===== src/rtl/pspin_egress_cmd_queue_if.sv =====
// Handshake bundle between PsPIN HPUs, the egress command queue and the
// egress DMA engine.
//
// Valid/ready semantics: a transfer on nic_cmd_req or m_desc happens on a
// rising clk edge where valid && ready are both 1; the source holds its
// payload stable while valid && !ready and never withdraws valid early.
// s_status and nic_cmd_resp have no ready: each valid is a one-cycle pulse
// that the sink must take.
//
// Modports:
//   master - environment side: drives commands, DMA ready and DMA status
//   slave  - queue side: accepts commands, issues descriptors, responds
interface pspin_egress_cmd_queue_if #(
    parameter int AXI_HOST_ADDR_WIDTH = 64,
    parameter int AXI_ADDR_WIDTH      = 32,
    parameter int CMD_ID_WIDTH        = 6
);
    // NIC command request
    logic                           nic_cmd_req_ready;
    logic                           nic_cmd_req_valid;
    logic [CMD_ID_WIDTH-1:0]        nic_cmd_req_id;
    logic [31:0]                    nic_cmd_req_nid;
    logic [31:0]                    nic_cmd_req_fid;
    logic [AXI_HOST_ADDR_WIDTH-1:0] nic_cmd_req_src_addr;
    logic [AXI_ADDR_WIDTH-1:0]      nic_cmd_req_length;
    logic [63:0]                    nic_cmd_req_user_ptr;

    // Read descriptor to egress DMA
    logic [AXI_ADDR_WIDTH-1:0]      m_desc_addr;
    logic [AXI_ADDR_WIDTH-1:0]      m_desc_len;
    logic [CMD_ID_WIDTH-1:0]        m_desc_tag;
    logic                           m_desc_valid;
    logic                           m_desc_ready;

    // DMA completion status
    logic [CMD_ID_WIDTH-1:0]        s_status_tag;
    logic [3:0]                     s_status_error;
    logic                           s_status_valid;

    // NIC command response
    logic                           nic_cmd_resp_valid;
    logic [CMD_ID_WIDTH-1:0]        nic_cmd_resp_id;
    logic [3:0]                     nic_cmd_resp_error;

    modport master (
        input  nic_cmd_req_ready,
        output nic_cmd_req_valid, nic_cmd_req_id, nic_cmd_req_nid,
               nic_cmd_req_fid, nic_cmd_req_src_addr, nic_cmd_req_length,
               nic_cmd_req_user_ptr,
        input  m_desc_addr, m_desc_len, m_desc_tag, m_desc_valid,
        output m_desc_ready,
        output s_status_tag, s_status_error, s_status_valid,
        input  nic_cmd_resp_valid, nic_cmd_resp_id, nic_cmd_resp_error
    );

    modport slave (
        output nic_cmd_req_ready,
        input  nic_cmd_req_valid, nic_cmd_req_id, nic_cmd_req_nid,
               nic_cmd_req_fid, nic_cmd_req_src_addr, nic_cmd_req_length,
               nic_cmd_req_user_ptr,
        output m_desc_addr, m_desc_len, m_desc_tag, m_desc_valid,
        input  m_desc_ready,
        input  s_status_tag, s_status_error, s_status_valid,
        output nic_cmd_resp_valid, nic_cmd_resp_id, nic_cmd_resp_error
    );
endinterface


===== src/rtl/pspin_egress_cmd_queue.sv =====
// Egress command queue: in-order FIFO of NIC commands from PsPIN HPUs.
// Legal head commands become DMA read descriptors (bounded number in flight);
// illegal ones are completed locally with an error code. DMA status and
// local completions are merged onto the single response channel.
//
// Ports:
//   clk, rstn          - clock, asynchronous active-low reset (release is
//                        expected to be synchronous to clk)
//   bus (slave)        - command request, descriptor, DMA status, response
//   outstanding_count  - descriptors handed to the DMA and not yet completed
//   fifo_level         - entries waiting in the command FIFO
//   reject_count       - saturating count of locally rejected commands
module pspin_egress_cmd_queue #(
    parameter int AXI_HOST_ADDR_WIDTH = 64,
    parameter int AXI_ADDR_WIDTH      = 32,
    parameter int CMD_ID_WIDTH        = 6,
    parameter int DEPTH               = 16,
    parameter int MAX_OUTSTANDING     = 8,
    parameter int MAX_LEN             = 9216
) (
    input  logic                       clk,
    input  logic                       rstn,
    pspin_egress_cmd_queue_if.slave    bus,
    output logic [7:0]                 outstanding_count,
    output logic [$clog2(DEPTH):0]     fifo_level,
    output logic [31:0]                reject_count
);
    localparam int PW = $clog2(DEPTH);
    localparam int LW = PW + 1;

    localparam logic [3:0] ERR_ZERO_LEN = 4'hE;
    localparam logic [3:0] ERR_TOO_LONG = 4'hD;
    localparam logic [3:0] ERR_ADDR_HI  = 4'hC;
    localparam logic [3:0] ERR_NONE     = 4'h0;

    typedef struct packed {
        logic [CMD_ID_WIDTH-1:0]        id;
        logic [AXI_HOST_ADDR_WIDTH-1:0] addr;
        logic [AXI_ADDR_WIDTH-1:0]      len;
    } cmd_t;

    // ---------------- command FIFO ----------------
    cmd_t           mem_q [DEPTH];
    logic [PW-1:0]  wr_ptr_q, wr_ptr_d;
    logic [PW-1:0]  rd_ptr_q, rd_ptr_d;
    logic [LW-1:0]  count_q, count_d;

    cmd_t           in_cmd;
    cmd_t           head;
    logic           fifo_empty;
    logic           push;
    logic           head_valid;
    logic [3:0]     head_err;
    logic           legal_pop;
    logic           illegal_pop;
    logic           bypass;
    logic           mem_write;
    logic           fifo_pop;

    // ---------------- descriptor register ----------------
    logic                       desc_valid_q, desc_valid_d;
    logic [AXI_ADDR_WIDTH-1:0]  desc_addr_q, desc_addr_d;
    logic [AXI_ADDR_WIDTH-1:0]  desc_len_q, desc_len_d;
    logic [CMD_ID_WIDTH-1:0]    desc_tag_q, desc_tag_d;
    logic                       desc_hs;
    logic                       desc_free;
    logic                       inflight_ok;

    // ---------------- local completion + response ----------------
    logic                       lc_valid_q, lc_valid_d;
    logic [CMD_ID_WIDTH-1:0]    lc_id_q, lc_id_d;
    logic [3:0]                 lc_err_q, lc_err_d;
    logic                       resp_valid_q, resp_valid_d;
    logic [CMD_ID_WIDTH-1:0]    resp_id_q, resp_id_d;
    logic [3:0]                 resp_err_q, resp_err_d;

    logic [7:0]                 out_cnt_q, out_cnt_d;
    logic [31:0]                rej_cnt_q, rej_cnt_d;

    // nid, fid and user_ptr travel with the command but are not needed here.
    logic unused_req_fields;
    assign unused_req_fields = ^{bus.nic_cmd_req_nid, bus.nic_cmd_req_fid,
                                 bus.nic_cmd_req_user_ptr};

    assign in_cmd     = '{id:   bus.nic_cmd_req_id,
                          addr: bus.nic_cmd_req_src_addr,
                          len:  bus.nic_cmd_req_length};
    assign fifo_empty = (count_q == '0);
    assign bus.nic_cmd_req_ready = (count_q != LW'(DEPTH));
    assign push       = bus.nic_cmd_req_valid && bus.nic_cmd_req_ready;

    // An empty FIFO presents the incoming command as its head, so a command
    // arriving at an idle queue reaches the descriptor register one cycle
    // after acceptance instead of two.
    assign head_valid = !fifo_empty || push;
    assign head       = fifo_empty ? in_cmd : mem_q[rd_ptr_q];

    always_comb begin
        head_err = ERR_NONE;
        if (head.len == '0) begin
            head_err = ERR_ZERO_LEN;
        end else if (32'(head.len) > 32'(MAX_LEN)) begin
            head_err = ERR_TOO_LONG;
        end else if (head.addr[AXI_HOST_ADDR_WIDTH-1:AXI_ADDR_WIDTH] != '0) begin
            head_err = ERR_ADDR_HI;
        end
    end

    assign desc_hs   = desc_valid_q && bus.m_desc_ready;
    assign desc_free = !desc_valid_q || bus.m_desc_ready;
    // A descriptor sitting in the register counts as in flight, which keeps
    // the limit safe even before the DMA takes it.
    assign inflight_ok = ({1'b0, out_cnt_q} + {8'd0, desc_valid_q}) < 9'(MAX_OUTSTANDING);

    assign legal_pop   = head_valid && (head_err == ERR_NONE) && desc_free && inflight_ok;
    assign illegal_pop = head_valid && (head_err != ERR_NONE) && !lc_valid_q;

    assign bypass    = fifo_empty && push && (legal_pop || illegal_pop);
    assign mem_write = push && !bypass;
    assign fifo_pop  = (legal_pop || illegal_pop) && !fifo_empty;

    always_comb begin
        wr_ptr_d = wr_ptr_q + PW'(mem_write);
        rd_ptr_d = rd_ptr_q + PW'(fifo_pop);
        count_d  = count_q + LW'(mem_write) - LW'(fifo_pop);
    end

    always_ff @(posedge clk) begin
        if (mem_write) begin
            mem_q[wr_ptr_q] <= in_cmd;
        end
    end

    // Descriptor register: loads on a legal pop, otherwise empties on handshake.
    always_comb begin
        desc_valid_d = desc_valid_q;
        desc_addr_d  = desc_addr_q;
        desc_len_d   = desc_len_q;
        desc_tag_d   = desc_tag_q;
        if (legal_pop) begin
            desc_valid_d = 1'b1;
            desc_addr_d  = head.addr[AXI_ADDR_WIDTH-1:0];
            desc_len_d   = head.len;
            desc_tag_d   = head.id;
        end else if (desc_hs) begin
            desc_valid_d = 1'b0;
        end
    end

    // Local completion holds one rejected command until the response channel
    // is free of DMA status.
    always_comb begin
        lc_valid_d = lc_valid_q;
        lc_id_d    = lc_id_q;
        lc_err_d   = lc_err_q;
        if (illegal_pop) begin
            lc_valid_d = 1'b1;
            lc_id_d    = head.id;
            lc_err_d   = head_err;
        end else if (lc_valid_q && !bus.s_status_valid) begin
            lc_valid_d = 1'b0;
        end
    end

    always_comb begin
        resp_valid_d = 1'b0;
        resp_id_d    = resp_id_q;
        resp_err_d   = resp_err_q;
        if (bus.s_status_valid) begin
            resp_valid_d = 1'b1;
            resp_id_d    = bus.s_status_tag;
            resp_err_d   = bus.s_status_error;
        end else if (lc_valid_q) begin
            resp_valid_d = 1'b1;
            resp_id_d    = lc_id_q;
            resp_err_d   = lc_err_q;
        end
    end

    // A status at count 0 cannot decrement; a status coinciding with an issue
    // leaves the count where it was.
    always_comb begin
        out_cnt_d = out_cnt_q;
        if (desc_hs && !bus.s_status_valid) begin
            out_cnt_d = out_cnt_q + 8'd1;
        end else if (!desc_hs && bus.s_status_valid && (out_cnt_q != 8'd0)) begin
            out_cnt_d = out_cnt_q - 8'd1;
        end
        rej_cnt_d = rej_cnt_q;
        if (illegal_pop && (rej_cnt_q != 32'hFFFF_FFFF)) begin
            rej_cnt_d = rej_cnt_q + 32'd1;
        end
    end

    always_ff @(posedge clk or negedge rstn) begin
        if (!rstn) begin
            wr_ptr_q     <= '0;
            rd_ptr_q     <= '0;
            count_q      <= '0;
            desc_valid_q <= 1'b0;
            desc_addr_q  <= '0;
            desc_len_q   <= '0;
            desc_tag_q   <= '0;
            lc_valid_q   <= 1'b0;
            lc_id_q      <= '0;
            lc_err_q     <= '0;
            resp_valid_q <= 1'b0;
            resp_id_q    <= '0;
            resp_err_q   <= '0;
            out_cnt_q    <= '0;
            rej_cnt_q    <= '0;
        end else begin
            wr_ptr_q     <= wr_ptr_d;
            rd_ptr_q     <= rd_ptr_d;
            count_q      <= count_d;
            desc_valid_q <= desc_valid_d;
            desc_addr_q  <= desc_addr_d;
            desc_len_q   <= desc_len_d;
            desc_tag_q   <= desc_tag_d;
            lc_valid_q   <= lc_valid_d;
            lc_id_q      <= lc_id_d;
            lc_err_q     <= lc_err_d;
            resp_valid_q <= resp_valid_d;
            resp_id_q    <= resp_id_d;
            resp_err_q   <= resp_err_d;
            out_cnt_q    <= out_cnt_d;
            rej_cnt_q    <= rej_cnt_d;
        end
    end

    assign bus.m_desc_valid       = desc_valid_q;
    assign bus.m_desc_addr        = desc_addr_q;
    assign bus.m_desc_len         = desc_len_q;
    assign bus.m_desc_tag         = desc_tag_q;
    assign bus.nic_cmd_resp_valid = resp_valid_q;
    assign bus.nic_cmd_resp_id    = resp_id_q;
    assign bus.nic_cmd_resp_error = resp_err_q;
    assign outstanding_count      = out_cnt_q;
    assign fifo_level             = count_q;
    assign reject_count           = rej_cnt_q;
endmodule

===== src/flat_wrapper.sv =====
// flat-port wrapper written by rule: the top's interface ports become plain ports
module pspin_egress_cmd_queue_flat 
#(
    parameter int AXI_HOST_ADDR_WIDTH = 64,
    parameter int AXI_ADDR_WIDTH      = 32,
    parameter int CMD_ID_WIDTH        = 6,
    parameter int DEPTH               = 16,
    parameter int MAX_OUTSTANDING     = 8,
    parameter int MAX_LEN             = 9216
)
  (clk, rstn, outstanding_count, fifo_level, reject_count, bus_nic_cmd_req_ready, bus_nic_cmd_req_valid, bus_nic_cmd_req_id, bus_nic_cmd_req_nid, bus_nic_cmd_req_fid, bus_nic_cmd_req_src_addr, bus_nic_cmd_req_length, bus_nic_cmd_req_user_ptr, bus_m_desc_addr, bus_m_desc_len, bus_m_desc_tag, bus_m_desc_valid, bus_m_desc_ready, bus_s_status_tag, bus_s_status_error, bus_s_status_valid, bus_nic_cmd_resp_valid, bus_nic_cmd_resp_id, bus_nic_cmd_resp_error);
  pspin_egress_cmd_queue_if #(.AXI_HOST_ADDR_WIDTH(AXI_HOST_ADDR_WIDTH), .AXI_ADDR_WIDTH(AXI_ADDR_WIDTH), .CMD_ID_WIDTH(CMD_ID_WIDTH)) bus_i ();
  input  logic clk;
  input  logic rstn;
  output logic [7:0] outstanding_count;
  output logic [$clog2(DEPTH):0] fifo_level;
  output logic [31:0] reject_count;
  output wire logic [$bits(bus_i.nic_cmd_req_ready)-1:0] bus_nic_cmd_req_ready;
  input wire logic [$bits(bus_i.nic_cmd_req_valid)-1:0] bus_nic_cmd_req_valid;
  input wire logic [$bits(bus_i.nic_cmd_req_id)-1:0] bus_nic_cmd_req_id;
  input wire logic [$bits(bus_i.nic_cmd_req_nid)-1:0] bus_nic_cmd_req_nid;
  input wire logic [$bits(bus_i.nic_cmd_req_fid)-1:0] bus_nic_cmd_req_fid;
  input wire logic [$bits(bus_i.nic_cmd_req_src_addr)-1:0] bus_nic_cmd_req_src_addr;
  input wire logic [$bits(bus_i.nic_cmd_req_length)-1:0] bus_nic_cmd_req_length;
  input wire logic [$bits(bus_i.nic_cmd_req_user_ptr)-1:0] bus_nic_cmd_req_user_ptr;
  output wire logic [$bits(bus_i.m_desc_addr)-1:0] bus_m_desc_addr;
  output wire logic [$bits(bus_i.m_desc_len)-1:0] bus_m_desc_len;
  output wire logic [$bits(bus_i.m_desc_tag)-1:0] bus_m_desc_tag;
  output wire logic [$bits(bus_i.m_desc_valid)-1:0] bus_m_desc_valid;
  input wire logic [$bits(bus_i.m_desc_ready)-1:0] bus_m_desc_ready;
  input wire logic [$bits(bus_i.s_status_tag)-1:0] bus_s_status_tag;
  input wire logic [$bits(bus_i.s_status_error)-1:0] bus_s_status_error;
  input wire logic [$bits(bus_i.s_status_valid)-1:0] bus_s_status_valid;
  output wire logic [$bits(bus_i.nic_cmd_resp_valid)-1:0] bus_nic_cmd_resp_valid;
  output wire logic [$bits(bus_i.nic_cmd_resp_id)-1:0] bus_nic_cmd_resp_id;
  output wire logic [$bits(bus_i.nic_cmd_resp_error)-1:0] bus_nic_cmd_resp_error;
  assign bus_nic_cmd_req_ready = bus_i.nic_cmd_req_ready;
  assign bus_i.nic_cmd_req_valid = bus_nic_cmd_req_valid;
  assign bus_i.nic_cmd_req_id = bus_nic_cmd_req_id;
  assign bus_i.nic_cmd_req_nid = bus_nic_cmd_req_nid;
  assign bus_i.nic_cmd_req_fid = bus_nic_cmd_req_fid;
  assign bus_i.nic_cmd_req_src_addr = bus_nic_cmd_req_src_addr;
  assign bus_i.nic_cmd_req_length = bus_nic_cmd_req_length;
  assign bus_i.nic_cmd_req_user_ptr = bus_nic_cmd_req_user_ptr;
  assign bus_m_desc_addr = bus_i.m_desc_addr;
  assign bus_m_desc_len = bus_i.m_desc_len;
  assign bus_m_desc_tag = bus_i.m_desc_tag;
  assign bus_m_desc_valid = bus_i.m_desc_valid;
  assign bus_i.m_desc_ready = bus_m_desc_ready;
  assign bus_i.s_status_tag = bus_s_status_tag;
  assign bus_i.s_status_error = bus_s_status_error;
  assign bus_i.s_status_valid = bus_s_status_valid;
  assign bus_nic_cmd_resp_valid = bus_i.nic_cmd_resp_valid;
  assign bus_nic_cmd_resp_id = bus_i.nic_cmd_resp_id;
  assign bus_nic_cmd_resp_error = bus_i.nic_cmd_resp_error;
  pspin_egress_cmd_queue #(.AXI_HOST_ADDR_WIDTH(AXI_HOST_ADDR_WIDTH), .AXI_ADDR_WIDTH(AXI_ADDR_WIDTH), .CMD_ID_WIDTH(CMD_ID_WIDTH), .DEPTH(DEPTH), .MAX_OUTSTANDING(MAX_OUTSTANDING), .MAX_LEN(MAX_LEN)) u_core (.clk(clk), .rstn(rstn), .bus(bus_i), .outstanding_count(outstanding_count), .fifo_level(fifo_level), .reject_count(reject_count));
endmodule

===== config.mk =====
export PLATFORM = sky130hd
export DESIGN_NAME = pspin_egress_cmd_queue_flat
export DESIGN_NICKNAME = d
export VERILOG_FILES = /design/src/rtl/pspin_egress_cmd_queue_if.sv /design/src/rtl/pspin_egress_cmd_queue.sv /design/src/flat_wrapper.sv
export SDC_FILE = /design/constraint.sdc
export NUM_CORES = 2
export LEC_CHECK = 0
export ABC_AREA = 1
export BUFFER_PORTS_ARGS = -buffer_cell sky130_fd_sc_hd__buf_2
export CORE_MARGIN = 3
export CORE_UTILIZATION = 30
export DETAILED_ROUTE_END_ITERATION = 8
export HOLD_SLACK_MARGIN = 0.02
export MAX_ROUTING_LAYER = met4
export PLACE_DENSITY = 0.44
export REMOVE_ABC_BUFFERS = 1
export SLEW_MARGIN = 30
export SYNTH_ARGS = -nofsm -noshare
export SYNTH_HDL_FRONTEND = slang
export SYNTH_SLANG_ARGS = --single-unit

===== constraint.sdc =====
create_clock -name clk -period 6.6 [get_ports clk]
set_clock_uncertainty 0.1 [all_clocks]
set_input_delay 0.99 -clock clk [delete_from_list [all_inputs] [get_ports clk]]
set_output_delay 0.99 -clock clk [all_outputs]
set_load 0.02 [all_outputs]

### Word level (Yosys, flattened, before mapping)

Memory sizes are Yosys's and may differ from the RTL's.
Cells that the tools add are included.

| storage, ports and cells | value |
|---|---|
| register bits | 146 |
| memory bits (writable) | 1632 |
| bits of input ports | 245 |
| output and inout bits | 128 |
| word-level logic and storage cells | 81 |
| memories | 1 |

| operators by class | value |
|---|---|
| $add $sub $neg | 8 |
| $lt $le $gt $ge | 2 |
| equal/unequal tests | 2 |
| multiplexer cells | 18 |
| reduce and logical (&&, ||, !) cells | 35 |

Memory list:

| memory | depth | bits a word | rd ports | clocked after memory_dff | write ports | line | RTL |
|---|---|---|---|---|---|---|---|
| u_core.mem_q | 16 | 102 | 1 | 0 | 1 | pspin_egress_cmd_queue.sv:43 | `cmd_t mem_q [DEPTH];` |

Operators by type and width:

| kind | number |
|---|---|
| two-way mux 102 bit | 1 |
| adder 32 x 1 -> 32 bit (second input constant) | 1 |
| > comparator 32 x 14 -> 1 bit (second input constant) | 1 |
| zero test 32 bit | 1 |
| != test 32 bit (second input constant) | 1 |
| nonzero test 32 bit | 1 |
| two-way mux 4 bit | 5 |
| logical AND 1 bit | 16 |
| two-way mux 8 bit | 2 |
| two-way mux 6 bit | 2 |
| adder 8 x 1 -> 9 bit | 1 |
| less-than comparator 9 x 4 -> 1 bit (second input constant) | 1 |
| adder 4 x 1 -> 4 bit | 2 |
| adder 8 x 1 -> 8 bit (second input constant) | 1 |
| two-way mux 1 bit | 8 |
| nonzero test 2 bit | 4 |
| nonzero test 8 bit | 1 |
| subtractor 8 x 1 -> 8 bit (second input constant) | 1 |
| zero test 1 bit | 6 |
| adder 5 x 1 -> 5 bit | 1 |
| zero test 5 bit | 1 |
| != test 5 bit (second input constant) | 1 |
| subtractor 5 x 1 -> 5 bit | 1 |
| zero test 4 bit | 1 |
| other kinds (2) | 4 |

### Logic depth before layout (Yosys ltp)

| depth | value |
|---|---|
| depth after elaboration | 16 |
| gate-level depth with buffers | 31 |
| mapped depth without buffers | 28 |

### Least setup slack after synthesis

OpenSTA, ideal clock, no wires.

| timing | value |
|---|---|
| kind | register -> register |
| start | register u_core.count_q[3] (netlist: u_core.fifo_level[3]) |
| end | memory u_core.mem_q[0][0] in the netlist's numbering (enable) |
| library setup time | 564 ps |
| arrival time | 6567 ps |
| data required time | 5936 ps |
| setup slack | -631 ps |
| cell stages (with the launch flop) | 19 |
| path buffers | 3 |
| clock period less this slack | 7231 ps |
| cells stage by stage | dfrtp_1 inv_1 ha_1 nand2_1 nor2_4 inv_2 buf_2 buf_6 buf_2 or3_1 nand2_1 nand2_1 inv_2 nand2_2 nand2_4 nand2_1 nand2_1 nand2_2 nor2_1 |

| between the ends | value |
|---|---|
| word-level cells in the longest chain between the ends | 16 |
| elaborated cells on any way between the ends | 26 |
| those cells by class | order compare (1); eq/ne (1); mux (6); reduce/logical (18) |

Ends and longest elaborated chain:

| element | line | RTL |
|---|---|---|
| start: declaration | pspin_egress_cmd_queue.sv:46 | `logic [LW-1:0] count_q, count_d;` |
| start signal: assignment | pspin_egress_cmd_queue.sv:215 | `count_q <= count_d;` |
| branches (longest 13 deep; another with > comparator 32 x 14 -> 1 bit) | -- |  |
| logical AND 1 bit (*) | pspin_egress_cmd_queue.sv:119 | `assign mem_write = push && !bypass;` |
| two-way mux 1 bit (*) | pspin_egress_cmd_queue.sv:129 | `if (mem_write) begin` |
| two-way mux 1 bit (implied by the code) (*) | pspin_egress_cmd_queue.sv:130 | `mem_q[wr_ptr_q] <= in_cmd;` |
| end: declaration | pspin_egress_cmd_queue.sv:43 |  |

Mark *: on every way between the ends.

### Worst setup path in the final report

| timing | value |
|---|---|
| start | register u_core.rd_ptr_q[0] |
| end | register u_core.count_q[4] (netlist: u_core.fifo_level[4]) |

| between the ends | value |
|---|---|
| word-level cells in the longest chain between the ends | 16 |
| elaborated cells on any way between the ends | 22 |
| those cells by class | add/sub (2); order compare (1); mux (4); reduce/logical (14); memory (1) |

Ends and longest elaborated chain:

| element | line | RTL |
|---|---|---|
| start: declaration | pspin_egress_cmd_queue.sv:45 | `logic [PW-1:0] rd_ptr_q, rd_ptr_d;` |
| start signal: assignment | pspin_egress_cmd_queue.sv:214 | `rd_ptr_q <= rd_ptr_d;` |
| memory read (16 x 102 bit) (*) | -- |  |
| two-way mux 102 bit (*) | pspin_egress_cmd_queue.sv:96 | `assign head = fifo_empty ? in_cmd : mem_q[rd_ptr_q];` |
| branches (longest 3 deep; another with > comparator 32 x 14 -> 1 bit) | -- |  |
| two-way mux 4 bit (*) | pspin_egress_cmd_queue.sv:100 | `if (head.len == '0) begin` |
| zero test 4 bit | pspin_egress_cmd_queue.sv:115 | `assign legal_pop = head_valid && (head_err == ERR_NONE) && desc_free && inflight_ok;` |
| logical AND 1 bit (3 in a row) | pspin_egress_cmd_queue.sv:115 |  |
| logical OR 1 bit (*) | pspin_egress_cmd_queue.sv:118, pspin_egress_cmd_queue.sv:120 |  |
| logical AND 1 bit | pspin_egress_cmd_queue.sv:118 | `assign bypass = fifo_empty && push && (legal_pop \|\| illegal_pop);` |
| zero test 1 bit | pspin_egress_cmd_queue.sv:119 |  |
| logical AND 1 bit | pspin_egress_cmd_queue.sv:119 |  |
| adder 5 x 1 -> 5 bit | pspin_egress_cmd_queue.sv:125 | `count_d = count_q + LW'(mem_write) - LW'(fifo_pop);` |
| subtractor 5 x 1 -> 5 bit (*) | pspin_egress_cmd_queue.sv:125 |  |
| net u_core.count_d[4] | pspin_egress_cmd_queue.sv:46 |  |

Mark *: on every way through the listed nets, which the timed path passes.
A chain may end at the register's enable or synchronous reset.

==> impl_metrics.env <==
export IMPL_dp_hpwl_um=102000
export IMPL_firstDrtPassIters=7
export IMPL_htreeDepth=4
export IMPL_dp_cells=8480
export IMPL_port_buffers=244
export IMPL_grt_max_degree=191
export IMPL_layout_nets=5930
export IMPL_cp_required_ns=7.19
export IMPL_power_density_nw_per_um2=418
export IMPL_avgViaCountPerCell=4.85
export IMPL_cp_max_fo=190
export IMPL_ys_seq_area_frac=0.759
export IMPL_start_util=0.303
export IMPL_worst_path_most_repeated_cell="nand2_1"
export IMPL_cts_setup_buffers=0
export IMPL_async_flop_share=0.0816
export IMPL_grt_use_total=0.171
export IMPL_worstMarginPinSlew_ns=1.09
export IMPL_hold_viol=0
export IMPL_hp_class="in2async"
export IMPL_critPathSlowestCell="dfrtp_4"
export IMPL_synth_cell_types=42
export IMPL_die_y_um=487
export IMPL_synth_area_um2=69400
export IMPL_synth_top_flop_cell="edfxtp_1"
export IMPL_critPathArrivalTime_ns=6.27
export IMPL_cts_buffers=193
export IMPL_setup_viol=0
export IMPL_drc=0
export IMPL_cts_path_max_buffers=3
export IMPL_vdd_ir_drop_max_v=0.000607
export IMPL_relSlewSlack=0.275
export IMPL_num_io_pins=373
export IMPL_fin_crit_sh=0.860
export IMPL_slew_viol_final=0
export IMPL_fin_util=0.352
export IMPL_dieArea_um2=237000
export IMPL_fp_row_count=175
export IMPL_antenna_found_initial=41
export IMPL_grt_pass1_wl_um=292000
export IMPL_fin_tns_setup_ns=0
export IMPL_synth_warning_count=0
export IMPL_start_kind="flop"
export IMPL_path_delay_family="simple AND/OR/NAND/NOR gates"
export IMPL_antenna_left=0
export IMPL_finalNonFillerCells=8857
export IMPL_hold_worst_slack_ns=0.117
export IMPL_syn_to_final_growth_pct=16.0
export IMPL_clkTransAtPathRegs_ns=0.06
export IMPL_vias=42969
export IMPL_slowest_delay_ns=0.67
export IMPL_max_cap_viol_count=0
export IMPL_end_kind="flop"
export IMPL_die_width_um=487
export IMPL_fin_crit_ns=5.68
export IMPL_grt_pass1_vias=42223
export IMPL_worst_path_buf_inv=6
export IMPL_synth_seq_cells=1777
export IMPL_clock_latency_ns=0.83
export IMPL_syn_area_per_cell_um2=12.8
export IMPL_synth_edf_count=1632
export IMPL_max_freq_mhz=176
export IMPL_fill_cells=22406
export IMPL_status="finished, final reports clean"
export IMPL_clockRootBuffer="clkbuf_16"
export IMPL_grt_ovfl_total=0
export IMPL_routedWlPerCell_um=22.6
export IMPL_final_area_um2=80500
export IMPL_globalplace_congestion=0.762
export IMPL_worstSetupPathType="reg2reg"
export IMPL_rsz0062_at_grt="no"
export IMPL_cts_hold_buf=0
export IMPL_drt_total_wl_um=200000
export IMPL_clock_sinks=1777
export IMPL_final_layout_size_suffix_gt1_frac=0.114
export IMPL_syn_instance_count=5414
export IMPL_drt_first_iter_violations=3314
export IMPL_dpl_instance_area_um2=74400
export IMPL_leakage_nw=28.4
export IMPL_tritoncts="built"
export IMPL_fp_coreArea_um2=229000
export IMPL_cts_resized=0
[where the power goes]
group,internal [W],switching [W],total [W]
Clock,0.00591,0.00441,0.0103
Combinational,0.00255,0.00692,0.00946
Sequential,0.0135,0.000369,0.0139
Total,0.0220,0.0117,0.0337
[through the flow]
step | worst slack [ns] | total power, W
floorplan | -17.38 | 0.0200
global placement | 0.798 | 0.0237
detailed placement | 0.791 | 0.0238
CTS | 0.778 | 0.0342
global route | 0.443 | 0.0357
finish | 0.924 | 0.0337
[routing by layer]
layer  wire, um  track usage  vias to the layer above
met2      91600        0.263                     1036
met5          0            -                        -
met4       3360       0.0368                        0
met1      94300        0.236                    21680
met3      10600       0.0307                      267
li1           -            -                    19986
[layout by cell type (no fill, tap or decap), drive strengths merged, types with 22 or more instances in the layout]
cell type     n
buf         352
edfxtp     1632
o22ai        42
nor2        593
inv         114
clkinv       63
nand2      1218
nor3         62
a21oi        50
or2          34
dfrtp       145
nand3       577
xor2         32
clkbuf      275
diode        22
o221ai      114
o21ai       405
[state kept, by name, summed over array words and instances, names as in the netlist]
register,cells
u_core.mem_q,1632
u_core.bus.m_desc_addr,32
u_core.bus.m_desc_len,32
u_core.reject_count,32
u_core.outstanding_count,8
u_core.bus.m_desc_tag,6
u_core.bus.nic_cmd_resp_id,6
u_core.lc_id_q,6
u_core.fifo_level,5
u_core.bus.nic_cmd_resp_error,4
u_core.rd_ptr_q,4
u_core.wr_ptr_q,4
u_core.lc_err_q,3
u_core.bus.m_desc_valid,1
u_core.bus.nic_cmd_resp_valid,1
u_core.lc_valid_q,1
[worst paths after layout]
| check | from | slack, ns | cells past startpoint | endpoint |
|---|---|---|---|---|
| max | u_core.rd_ptr_q[0]$_DFF_PN0_ | 0.92 | 28 | u_core.fifo_level[4]$_DFF_PN0_ |
| min | rstn | 0.12 | 1 | u_core.bus.m_desc_addr[24]$_DFFE_PN0P_ |
| max reg2reg | u_core.rd_ptr_q[0]$_DFF_PN0_ | 0.92 | 28 | u_core.fifo_level[4]$_DFF_PN0_ |
| min reg2reg | u_core.bus.m_desc_len[15]$_DFFE_PN0P_ | 0.36 | 2 | u_core.bus.m_desc_len[15]$_DFFE_PN0P_ |
| max in group asynchronous | rstn | 5.13 | 2 | u_core.outstanding_count[6]$_DFFE_PN0P_ |
| min in group clk | bus_s_status_error[2] | 0.32 | 3 | u_core.bus.nic_cmd_resp_error[2]$_DFFE_PN0P_ |
[kinds of logic after synthesis]
kind of cell | count (synthesis) | synth area share
AND/OR/NAND/NOR | 2528 | 0.152
flip-flops | 1777 | 0.759
AO/OA/AOI/OAI | 637 | 0.0539
buffers and inverters | 404 | 0.0253
XOR/XNOR | 44 | 0.00555
adder cells (fa/ha/maj) | 19 | 0.00364
multiplexers | 5 | 0.000721
[synthesized netlist by cell type (2+ instances only)]
cell      number  area share
a21oi_1       50      0.0036
buf_1         14     0.00076
buf_2        131      0.0095
buf_4         10      0.0011
buf_6          4     0.00065
clkbuf_1     137      0.0074
dfrtp_1      145       0.052
edfxtp_1    1632        0.71
fa_1           2     0.00058
ha_1          17      0.0031
inv_1        101      0.0055
inv_2          4     0.00022
inv_4          3     0.00027
mux2i_1        5     0.00072
nand2_1     1213       0.066
nand2_2        3     0.00027
nand2_4        2     0.00032
nand3_1      576       0.042
nand3b_1      11      0.0012
nand4_1       15      0.0014
nor2_1       581       0.031
nor2_2        11     0.00099
nor3_1        62      0.0045
nor4_1        16      0.0014
o211ai_1      19      0.0021
o21ai_0      381       0.027
o21ai_1       24      0.0017
o21bai_1       2     0.00022
o221ai_1     114       0.014
o22ai_1       42      0.0038
o32ai_1        3     0.00038
or2_0          2     0.00018
or2_1          2     0.00018
or2_2         30      0.0027
xnor2_1       12      0.0015
xor2_1        32      0.0040
[layout make-up]
type | count | area [um^2] | area share
Sequential cell | 1777 | 52700 | 0.654
Inverter | 108 | 459 | 0.00571
Timing Repair Buffer | 353 | 2470 | 0.0307
Clock inverter | 81 | 722 | 0.00897
Tap cell | 3009 | 3760 | 0.0468
Multi-Input combinational cell | 3233 | 15100 | 0.188
Antenna cell | 22 | 55.1 | 0.000684
Clock buffer | 274 | 5250 | 0.0652
Power figures use the tool's default switching activity.
